### config.mk
export PLATFORM = sky130hd
export DESIGN_NAME = instruction_encoder_loader
export DESIGN_NICKNAME = d
export VERILOG_FILES = /design/src/rtl/instruction_encoder_pkg.sv /design/src/rtl/instruction_encoder_loader.sv
export SDC_FILE = /design/constraint.sdc
export NUM_CORES = 1
export LEC_CHECK = 0
export CAP_MARGIN = 25
export CORE_ASPECT_RATIO = 1.1
export CORE_MARGIN = 8
export CORE_UTILIZATION = 25
export CTS_CLUSTER_DIAMETER = 80
export DETAILED_ROUTE_END_ITERATION = 12
export PLACE_DENSITY = 0.61
export REMOVE_ABC_BUFFERS = 1
export SYNTH_ARGS = -nofsm -noshare
export SYNTH_HDL_FRONTEND = slang
export SYNTH_SLANG_ARGS = --single-unit
### constraint.sdc
create_clock -name clk_i -period 4.5 [get_ports clk_i]
set_input_delay 0.9 -clock clk_i [delete_from_list [all_inputs] [get_ports clk_i]]
set_output_delay 0.9 -clock clk_i [all_outputs]
set_load 0.02 [all_outputs]
### src/rtl/instruction_encoder_pkg.sv
// rtl/instruction_encoder_pkg.sv - shared widths and opcode class type for the instruction encoder loader
package instruction_encoder_pkg;

    localparam int XLEN = 32;
    localparam int ILEN = 32;

    typedef enum logic [3:0] {
        OPCODE_LUI     = 4'd0,
        OPCODE_AUIPC   = 4'd1,
        OPCODE_JAL     = 4'd2,
        OPCODE_JALR    = 4'd3,
        OPCODE_BRANCH  = 4'd4,
        OPCODE_LOAD    = 4'd5,
        OPCODE_STORE   = 4'd6,
        OPCODE_OP_IMM  = 4'd7,
        OPCODE_OP      = 4'd8,
        OPCODE_UNKNOWN = 4'd9
    } opcode_t;

endpackage

### src/rtl/instruction_encoder_loader.sv
// rtl/instruction_encoder_loader.sv - packs field-level requests into RV32I words and streams them to imem
// Optional immediate range flagging: define IMM_RANGE_CHECK_EN.
module instruction_encoder_loader
    import instruction_encoder_pkg::*;
#(
    parameter int COUNT_W   = 16,
    parameter int ADDR_STEP = 4
) (
    input  logic               clk_i,
    input  logic               reset_n_i,
    input  logic               start_i,
    input  logic [XLEN-1:0]    base_addr_i,
    output logic               busy_o,
    output logic               done_o,
    input  logic               in_valid_i,
    output logic               in_ready_o,
    input  logic               in_last_i,
    input  opcode_t            in_opcode_i,
    input  logic [4:0]         in_rd_i,
    input  logic [4:0]         in_rs1_i,
    input  logic [4:0]         in_rs2_i,
    input  logic [2:0]         in_funct3_i,
    input  logic [6:0]         in_funct7_i,
    input  logic [XLEN-1:0]    in_imm_i,
    output logic               out_valid_o,
    input  logic               out_ready_i,
    output logic [ILEN-1:0]    out_instr_o,
    output logic [XLEN-1:0]    out_addr_o,
    output logic               out_err_o,
    output logic [COUNT_W-1:0] instr_count_o
);

    typedef enum logic [1:0] {S_IDLE, S_STREAM, S_DRAIN} state_t;

    state_t             state_q, state_d;
    logic [XLEN-1:0]    addr_q, addr_d;
    logic               out_valid_q, out_valid_d;
    logic [ILEN-1:0]    out_instr_q, out_instr_d;
    logic [XLEN-1:0]    out_addr_q, out_addr_d;
    logic               out_err_q, out_err_d;
    logic [COUNT_W-1:0] count_q, count_d;
    logic               done_q, done_d;

    logic [ILEN-1:0]    enc_word;
    logic               enc_err;
    logic [11:0]        i_imm;
    logic               accept, out_hs;

    // Shift-immediates carry funct7 in the upper immediate bits.
    assign i_imm = ((in_opcode_i == OPCODE_OP_IMM) && (in_funct3_i[1:0] == 2'b01))
                 ? {in_funct7_i, in_imm_i[4:0]} : in_imm_i[11:0];

`ifdef IMM_RANGE_CHECK_EN
    logic fits12, fits13, fits21, u_ok;
    assign fits12 = (&in_imm_i[31:11]) | ~(|in_imm_i[31:11]);
    assign fits13 = ((&in_imm_i[31:12]) | ~(|in_imm_i[31:12])) & ~in_imm_i[0];
    assign fits21 = ((&in_imm_i[31:20]) | ~(|in_imm_i[31:20])) & ~in_imm_i[0];
    assign u_ok   = ~(|in_imm_i[11:0]);
`endif

    always_comb begin
        enc_word = '0;
        enc_err  = 1'b0;
        case (in_opcode_i)
            OPCODE_LUI, OPCODE_AUIPC: begin
                enc_word = {in_imm_i[31:12], in_rd_i,
                            (in_opcode_i == OPCODE_LUI) ? 7'b0110111 : 7'b0010111};
`ifdef IMM_RANGE_CHECK_EN
                enc_err  = ~u_ok;
`endif
            end
            OPCODE_JAL: begin
                enc_word = {in_imm_i[20], in_imm_i[10:1], in_imm_i[11], in_imm_i[19:12],
                            in_rd_i, 7'b1101111};
`ifdef IMM_RANGE_CHECK_EN
                enc_err  = ~fits21;
`endif
            end
            OPCODE_JALR, OPCODE_LOAD, OPCODE_OP_IMM: begin
                enc_word = {i_imm, in_rs1_i, in_funct3_i, in_rd_i,
                            (in_opcode_i == OPCODE_JALR) ? 7'b1100111 :
                            (in_opcode_i == OPCODE_LOAD) ? 7'b0000011 : 7'b0010011};
`ifdef IMM_RANGE_CHECK_EN
                enc_err  = ~fits12;
`endif
            end
            OPCODE_OP: begin
                enc_word = {in_funct7_i, in_rs2_i, in_rs1_i, in_funct3_i, in_rd_i, 7'b0110011};
            end
            OPCODE_STORE: begin
                enc_word = {in_imm_i[11:5], in_rs2_i, in_rs1_i, in_funct3_i, in_imm_i[4:0],
                            7'b0100011};
`ifdef IMM_RANGE_CHECK_EN
                enc_err  = ~fits12;
`endif
            end
            OPCODE_BRANCH: begin
                enc_word = {in_imm_i[12], in_imm_i[10:5], in_rs2_i, in_rs1_i, in_funct3_i,
                            in_imm_i[4:1], in_imm_i[11], 7'b1100011};
`ifdef IMM_RANGE_CHECK_EN
                enc_err  = ~fits13;
`endif
            end
            default: begin
                enc_word = '0;
                enc_err  = 1'b1;
            end
        endcase
    end

    assign in_ready_o = (state_q == S_STREAM) && (!out_valid_q || out_ready_i);
    assign accept     = in_valid_i && in_ready_o;
    assign out_hs     = out_valid_q && out_ready_i;

    always_comb begin
        state_d     = state_q;
        addr_d      = addr_q;
        out_valid_d = out_valid_q;
        out_instr_d = out_instr_q;
        out_addr_d  = out_addr_q;
        out_err_d   = out_err_q;
        count_d     = count_q;
        done_d      = 1'b0;

        case (state_q)
            S_IDLE: begin
                if (start_i) begin
                    state_d = S_STREAM;
                    addr_d  = base_addr_i;
                    count_d = '0;
                end
            end
            S_STREAM: begin
                if (accept && in_last_i) state_d = S_DRAIN;
            end
            S_DRAIN: begin
                if (out_hs) begin
                    state_d = S_IDLE;
                    done_d  = 1'b1;
                end
            end
            default: state_d = S_IDLE;
        endcase

        if (out_hs) out_valid_d = 1'b0;
        // An accept in the same cycle as an output handshake overwrites the slot with no bubble.
        if (accept) begin
            out_valid_d = 1'b1;
            out_instr_d = enc_word;
            out_addr_d  = addr_q;
            out_err_d   = enc_err;
            addr_d      = addr_q + XLEN'(ADDR_STEP);
            count_d     = (&count_q) ? count_q : count_q + COUNT_W'(1);
        end
    end

    always_ff @(posedge clk_i) begin
        if (!reset_n_i) begin
            state_q     <= S_IDLE;
            addr_q      <= '0;
            out_valid_q <= 1'b0;
            out_instr_q <= '0;
            out_addr_q  <= '0;
            out_err_q   <= 1'b0;
            count_q     <= '0;
            done_q      <= 1'b0;
        end else begin
            state_q     <= state_d;
            addr_q      <= addr_d;
            out_valid_q <= out_valid_d;
            out_instr_q <= out_instr_d;
            out_addr_q  <= out_addr_d;
            out_err_q   <= out_err_d;
            count_q     <= count_d;
            done_q      <= done_d;
        end
    end

    assign busy_o        = (state_q != S_IDLE);
    assign done_o        = done_q;
    assign out_valid_o   = out_valid_q;
    assign out_instr_o   = out_instr_q;
    assign out_addr_o    = out_addr_q;
    assign out_err_o     = out_err_q;
    assign instr_count_o = count_q;

endmodule

Yosys cells after proc, flatten, opt, wreduce, memory -nomap -nowiden

Cells that the tools add are included.

Input bits: 99
Bits in registers: 117
Output and inout bits: 85

Equal/unequal tests: 15
$add $sub $neg: 2
Reductions and logical operators: 21
Multiplexer cells: 20

Operator list:

| cell                                                                  | number |
|---|---|
| 32-bit one-hot mux with 6 select lines                                | 1 |
| 32-bit 2-to-1 mux                                                     | 3 |
| 16-bit 2-to-1 mux                                                     | 4 |
| 32-bit by 3-bit adder with 32-bit output, second input constant       | 1 |
| 16-bit by 1-bit adder with 16-bit output, second input constant       | 1 |
| 4-bit by 3-bit equality test with 1-bit output, second input constant | 4 |
| 16-bit AND reduction                                                  | 1 |
| 12-bit 2-to-1 mux                                                     | 1 |
| 9-bit OR reduction                                                    | 1 |
| 4-bit by 2-bit equality test with 1-bit output, second input constant | 2 |
| 2-bit nonzero test                                                    | 4 |
| 7-bit 2-to-1 mux                                                      | 1 |
| 2-bit 2-to-1 mux                                                      | 3 |
| 6-bit 2-to-1 mux                                                      | 1 |
| 2-bit != test, second input constant                                  | 3 |
| 2-bit one-hot mux with 3 select lines                                 | 1 |
| 3-bit AND reduction                                                   | 2 |
| 1-bit logical AND                                                     | 5 |
| 5-bit 2-to-1 mux                                                      | 1 |
| 2-bit by 1-bit equality test with 1-bit output, second input constant | 2 |
| 4-bit by 1-bit equality test with 1-bit output, second input constant | 1 |
| 4-bit equality test, second input constant                            | 1 |
| 4-bit logical NOT                                                     | 1 |
| 1-bit 2-to-1 mux                                                      | 4 |
| 8 further kinds                                                       | 9 |

Depth between registers and ports, before layout

Gate-level depths: netlist of run 1.

Word-level depth: 7
Depth in mapped cells: 8

Worst setup path before layout of run 1

Ideal clock, no wire load.

Path kind: in2reg
From: input in_opcode_i[1]
To: register out_instr_q[31] (netlist: out_instr_o[31])
Data arrival time: 2.350 ns
Data required time: 4.424 ns
Slack: 2.074 ns
Stages: 6
Library setup time: 0.076 ns
Cell sequence: clkbuf_1 -> o31ai_1 -> nand4_1 -> nor4_2 -> a32oi_1 -> o21ai_0

Cells in the longest elaborated chain, start to end: 4
Elaborated cells between the ends (all ways): 14

Ends and longest elaborated chain:

| element                                        | RTL line                                                           | source |
|---|---|---|
| start, declared                                | instruction_encoder_loader.sv:18                                   | `input opcode_t in_opcode_i,` |
| 4-bit by 3-bit equality test with 1-bit output | instruction_encoder_loader.sv:50, instruction_encoder_loader.sv:64 |  |
| 1-bit logical AND                              | instruction_encoder_loader.sv:50                                   | `assign i_imm = ((in_opcode_i == OPCODE_OP_IMM) && (in_funct3_i[1:0] == 2'b01))` |
| 12-bit 2-to-1 mux                              | instruction_encoder_loader.sv:51                                   | `? {in_funct7_i, in_imm_i[4:0]} : in_imm_i[11:0];` |
| 32-bit one-hot mux with 6 select lines (*)     | instruction_encoder_loader.sv:64                                   | `case (in_opcode_i)` |
| end signal, assigned                           | instruction_encoder_loader.sv:171                                  | `out_instr_q <= out_instr_d;` |
| end, declared                                  | instruction_encoder_loader.sv:38                                   | `logic [ILEN-1:0] out_instr_q, out_instr_d;` |

Mark *: on every way between the ends. The rest lies on a longest branch, timed or not.
A chain may end at the register's enable or synchronous reset.

Final worst setup path of run 1

From: input out_ready_i
To: output in_ready_o

Cells in the longest elaborated chain, start to end: 2

Ends and longest elaborated chain:

| element           | RTL line                          | source |
|---|---|---|
| start, declared   | instruction_encoder_loader.sv:26  | `input logic out_ready_i,` |
| 1-bit logical OR  | instruction_encoder_loader.sv:111 | `assign in_ready_o = (state_q == S_STREAM) && (!out_valid_q \|\| out_ready_i);` |
| 1-bit logical AND | instruction_encoder_loader.sv:111 |  |
| end, declared     | instruction_encoder_loader.sv:16  | `output logic in_ready_o,` |

No other way between the ends.

==> results of run 1 <==
## power by group through the flow
stage	logic, mW	clock network (mW)	registers (mW)
global placement	0.392	0	1.13
global route	0.428	1.66	1.11
CTS	0.397	1.61	1.11
detailed placement	0.395	0	1.13
finish	0.392	1.57	1.11
floorplan	0.160	0	1.14
## layout make-up
class | count | area (um^2) | share of cell area
Tap cell | 300 | 375 | 0.0439
Sequential cell | 116 | 2320 | 0.272
Antenna cell | 1 | 2.50 | 0.000293
Timing Repair Buffer | 197 | 1950 | 0.228
Clock inverter | 14 | 250 | 0.0293
Inverter | 13 | 48.8 | 0.00571
Multi-Input combinational cell | 548 | 3160 | 0.370
Clock buffer | 18 | 429 | 0.0502
## kinds of logic (layout without fill, tap and decap cells)
logic type                 count (synthesis)  count (layout)  share of synthesized area
muxes                                     16              16                     0.0293
other                                      0               1                          0
adders and majority gates                  2               2                    0.00437
DFF                                      116             116                      0.405
buffers and inverters                     63             242                     0.0443
and+or+nand+nor                          300             300                      0.256
xor gates and xnor gates                  10              10                     0.0153
AOI/OAI and AO/OA                        220             220                      0.245
## state kept, by name (all words and copies together) (netlist names)
name,flops
instr_count_o,16
addr_q,32
out_valid_o,1
out_err_o,1
out_addr_o,32
done_o,1
state_q,2
out_instr_o,31
## routing by layer
metal / up-vias / GRT usage
li1: 2983 / -
met1: 2752 / 0.176
met2: 212 / 0.239
met3: 19 / 0.0501
met4: 0 / 0.0436
met5: - / 0
## synth_stat cells, types with 2 or more instances
cell and instances:
nand2_1 129, dfxtp_1 116, a21oi_1 76, nor2_1 46
o21ai_0 42, clkbuf_1 37, a22oi_1 31, nand3_1 22
nand4_1 18, nor3_1 17, nor2b_1 14, and3_1 13
inv_1 12, a31oi_1 10, mux2i_1 10, o2bb2ai_1 10
a2bb2oi_1 9, o211ai_1 9, xnor2_1 9, and2_1 8
and4_1 8, o21a_1 7, a221oi_1 6, buf_1 6
mux2_2 6, buf_2 5, or3_1 5, or4_1 4
a211oi_1 3, nor4_1 3, nor4_2 3, a222oi_1 2
a32oi_1 2, ha_1 2, nand2b_1 2, o311ai_1 2
## worst max-delay path: stages
cell and delay (ns):
clkdlybuf4s50_1 0.47, nand2b_1 0.30, and2_1 0.18, clkdlybuf4s50_1 0.62
## how the worst max path moves through the flow
| stage | startpoint | to | slack [ns] | cells past startpoint |
|---|---|---|---|---|
| finish | out_ready_i | in_ready_o | 1.13 | 4 |
| global route | out_ready_i | in_ready_o | 1.02 | 4 |
| CTS | out_ready_i | in_ready_o | 1.12 | 4 |
| detailed placement | out_ready_i | addr_q[17] | 1.01 | 7 |
| global placement | out_ready_i | addr_q[21] | 1.10 | 7 |
| floorplan | out_ready_i | addr_q[13] | 0.99 | 5 |
==> impl_metrics.json, run 1 <==
{
  "numCtsBuffers": 17,
  "place_area_um2": 7860,
  "track_usage": 0.145,
  "final_cell_area_um2": 8540,
  "cts_hold_buffers": 0,
  "core_um2": 22700,
  "worst_slew_pin_slew_ns": 0.859,
  "ys_ff_latch": 116,
  "fin_tns_setup_ns": 0,
  "worstPathMaxFanout": 7,
  "seqPwrFrac": 0.360,
  "crit_type": "input pin to output port",
  "vias": 5966,
  "yosys_warnings": 0,
  "p_sw_mw": 0.772,
  "status": "complete, no violations",
  "finalSetupViolations": 0,
  "grt.overflow.total": 0,
  "dr_wl_met2_um": 9830,
  "cts_max_level": 4,
  "clkSinkCount": 116,
  "max_slew_margin": 0.427,
  "top_layer": "met4",
  "wl_per_cell_um": 17.0,
  "synth_cell_types": 59,
  "drt-initial-drc-count": 393,
  "yosysSeqAreaShare": 0.405,
  "p_sw_frac": 0.251,
  "final_cells": 1207,
  "die_h_um": 175,
  "wl_met3_um": 1530,
  "ff2ff_setup_slack_ns": 1.79,
  "p_total_mw": 3.07,
  "antenna_found_initial": 1,
  "syn_to_final_growth_pct": 49.1,
  "synth_top_area_frac": 0.405,
  "final_cell_mix": "clkdlybuf4s50_1, nand2_1, dfxtp_1",
  "synthCells": 727,
  "fin_util": 0.376,
  "drc": 0,
  "drive_gt1_frac": 0.0717,
  "p_leak_nw": 2.93,
  "holdPathStages": 2,
  "synth_top_area_cell": "dfxtp_1",
  "setup_ws_ns": 1.13,
  "clkLatencyLatePin_ns": 0.42,
  "max_freq_mhz": 297,
  "clockBufferDepth": 2,
  "vdd.ir_drop.worst_v": 0.000198,
  "place_ws_ns": 1.01,
  "dp.cells": 1174,
  "synthTopCellsByArea": "dfxtp_1, nand2_1, a21oi_1",
  "rsz0062_at_grt": "no",
  "grt_pass1_vias": 5915,
  "p_int_mw": 2.30,
  "period_needed_ns": 3.37,
  "hold_path.class": "flip-flop to flip-flop",
  "final_common_cell": "clkdlybuf4s50_1",
  "drt-met1-wl_um": 8970,
  "arrival_ns": 2.47,
  "place_hpwl_um": 15000,
  "ctsRootBufferMaster": "clkbuf_16",
  "die_width_um": 160,
  "drt-total-wl_um": 20600,
  "nFillCells": 2326,
  "via_per_inst": 4.94,
  "drtAntennaViolNets": 0,
  "cts_setup_buffers": 0,
  "synth_edf_count": 0,
  "hp-start": "out_instr_o[19]",
  "cts_tree": "done",
  "grt_max_degree": 44,
  "dr.pass1.iters": 5,
  "post-route-period-util": 0.748,
  "rows": 58,
  "worstSetupStartpointType": "input pin",
  "start_util": 0.252,
  "slew_viol_final": 0,
  "holdWs_ns": 0.448,
  "port_buffers": 183,
  "skew_ns": 0.00710,
  "r2r_cells": 6,
  "ios": 184,
  "clockPowerShare": 0.512,
  "end_kind": "output port",
  "path_clk_slew_ns": 0.06,
  "num-nets-final": 994,
  "reg2reg_to": "addr_q[17]",
  "ys.flop_type": "dfxtp_1",
  "die-area_um2": 28000,
  "async_flop_share": 0,
  "finalHoldViolCount": 0,
  "cap_violations": 0,
  "reg2reg_from": "state_q[0]",
  "power_density_nw_per_um2": 360,
  "cp_data_required_time_ns": 3.60,
  "synth_area_um2": 5730,
  "syn_area_per_cell_um2": 7.88,
  "gp_congestion": 0.804,
  "whs_endpoint": "out_instr_o[19]",
  "grt_pass1_wl_um": 32900,
  "cts.repair.resized": 0,
  "combinationalPowerShare": 0.128
}
Note: power is estimated with default switching activity, not from simulation.
==> run 2: changes to the inputs <==
==> constraint.sdc (replaced) <==
create_clock -name clk_i -period 3.1 [get_ports clk_i]
set_input_delay 0.62 -clock clk_i [delete_from_list [all_inputs] [get_ports clk_i]]
set_output_delay 0.62 -clock clk_i [all_outputs]
set_load 0.02 [all_outputs]
==> impl_metrics.json, run 2 (synthesized netlist as in run 1, its figures left out) <==
{
  "drtAntennaViolNets": 0,
  "max_slew_margin": 0.419,
  "die_h_um": 175,
  "holdPathStages": 2,
  "hp-start": "out_instr_o[18]",
  "path_clk_slew_ns": 0.06,
  "num-nets-final": 1009,
  "grt_pass1_vias": 5828,
  "cts_max_level": 4,
  "final_cell_mix": "clkdlybuf4s50_1, nand2_1, dfxtp_1",
  "vias": 6032,
  "grt_max_degree": 43,
  "cp_top_family": "buffers and inverters",
  "crit_type": "flip-flop to output port",
  "p_int_mw": 3.07,
  "max_freq_mhz": 370,
  "clockBufferDepth": 2,
  "cts_setup_buffers": 0,
  "seqPwrFrac": 0.391,
  "clkLatencyLatePin_ns": 0.41,
  "via_per_inst": 4.94,
  "hold_path.class": "flip-flop to flip-flop",
  "die_width_um": 160,
  "final_common_cell": "clkdlybuf4s50_1",
  "ios": 184,
  "syn_to_final_growth_pct": 49.1,
  "period_needed_ns": 2.70,
  "combinationalPowerShare": 0.140,
  "r2r_cells": 5,
  "rsz0062_at_grt": "no",
  "clockPowerShare": 0.469,
  "vdd.ir_drop.worst_v": 0.000380,
  "drive_gt1_frac": 0.0837,
  "drt-total-wl_um": 20600,
  "arrival_ns": 2.08,
  "finalSetupViolations": 0,
  "cts_tree": "done",
  "fin_tns_setup_ns": 0,
  "cap_violations": 0,
  "slew_viol_final": 0,
  "worst_slew_pin_slew_ns": 0.870,
  "worstSetupStartpointType": "flip-flop",
  "status": "complete, no violations",
  "drt-initial-drc-count": 292,
  "fin_util": 0.376,
  "max_stage_delay_ns": 0.63,
  "die-area_um2": 28000,
  "core_um2": 22700,
  "place_ws_ns": 0.277,
  "track_usage": 0.145,
  "setup_ws_ns": 0.400,
  "nFillCells": 2344,
  "wl_per_cell_um": 16.9,
  "dp.cells": 1189,
  "grt.overflow.total": 0,
  "crit_buf_inv": 1,
  "worstPathMaxFanout": 6,
  "end_kind": "output port",
  "cp_slowest_cell": "clkdlybuf4s50_1",
  "p_sw_frac": 0.255,
  "gp_congestion": 0.779,
  "power_density_nw_per_um2": 483,
  "ff2ff_setup_slack_ns": 0.56,
  "cts_hold_buffers": 0,
  "reg2reg_from": "state_q[0]",
  "port_buffers": 183,
  "num_antenna_cells": 0,
  "post-route-period-util": 0.871,
  "start_util": 0.252,
  "p_leak_nw": 2.94,
  "drc": 0,
  "skew_ns": 0.0123,
  "whs_endpoint": "out_instr_o[18]",
  "antenna_found_initial": 0,
  "ctsRootBufferMaster": "clkbuf_16",
  "p_sw_mw": 1.05,
  "final_cells": 1220,
  "ff_latch_area_um2": 2320,
  "numCtsBuffers": 17,
  "dr.pass1.iters": 5,
  "finalHoldViolCount": 0,
  "reg2reg_to": "addr_q[13]",
  "path_cells": "nor2b_1, and2_1, clkdlybuf4s50_1",
  "clkSinkCount": 116,
  "place_hpwl_um": 15200,
  "rows": 58,
  "multi_input_area_um2": 3160,
  "cp_data_required_time_ns": 2.48,
  "grt_pass1_wl_um": 32700,
  "cts.repair.resized": 0,
  "crit_cells": 3
}
==> run 2: worst register-to-register path: stages (launching register included) <==
cell	delay, ns
dfxtp_1	0.44
nor2b_1	0.40
and3_2	0.60
a41oi_1	0.28
a2111oi_0	0.58
nor3_1	0.11
==> run 2: power by group through the flow <==
| stage | registers [mW] | clock network, mW | logic [mW] |
|---|---|---|---|
| final | 1.61 | 1.93 | 0.577 |
| after global routing | 1.62 | 2.07 | 0.629 |
| after CTS | 1.61 | 1.98 | 0.585 |
| after detailed placement | 1.64 | 0 | 0.583 |
| after global placement | 1.64 | 0 | 0.577 |
| after floorplan | 1.65 | 0 | 0.232 |
==> run 2: per-layer routing <==
metal / track usage / part of all wire / up-vias
met3: 0.0515 / 0.071 / 8
met5: 0 / 0 / -
met4: 0.0308 / 0.0050 / 0
met1: 0.178 / 0.44 / 2829
met2: 0.241 / 0.48 / 183
li1: - / - / 3012
==> run 2: worst max-delay path by stage <==
stage | start | slack, ns | endpoint
floorplan | out_ready_i | -0.13 | addr_q[13]
global placement | out_ready_i | 0.34 | out_instr_o[14]
detailed placement | out_ready_i | 0.28 | out_instr_o[14]
CTS | state_q[0] | 0.35 | in_ready_o
global route | state_q[0] | 0.23 | in_ready_o
finish | state_q[0] | 0.40 | in_ready_o
==> run 2: metrics by stage <==
stage | power, mW | cell area [um^2] | hold WS (ns)
2_1_floorplan | 1.89 | 5520 | 0.432
3_3_place_gp | 2.22 | 7960 | 0.425
3_5_place_dp | 2.22 | 7960 | 0.437
4_1_cts | 4.18 | 8540 | 0.449
5_1_grt | 4.32 | 8540 | 0.463
6_report | 4.12 | 8540 | 0.442
==> run 2: final cells by class <==
class	count	share of cell area
Tap cell	300	0.0440
Clock inverter	8	0.0119
Multi-Input combinational cell	548	0.371
Timing Repair Buffer	212	0.240
Sequential cell	116	0.272
Clock buffer	23	0.0560
Inverter	13	0.00571
==> run 3: changes to the inputs <==
--- a/config.mk
+++ b/config.mk
@@ -13,6 +13,7 @@
 export DETAILED_ROUTE_END_ITERATION = 12
 export PLACE_DENSITY = 0.61
 export REMOVE_ABC_BUFFERS = 1
+export SKIP_CTS_REPAIR_TIMING = 1
 export SYNTH_ARGS = -nofsm -noshare
 export SYNTH_HDL_FRONTEND = slang
 export SYNTH_SLANG_ARGS = --single-unit
==> results of run 3 <==
No change in the layout: final DEF, timing and power equal those of run 2.
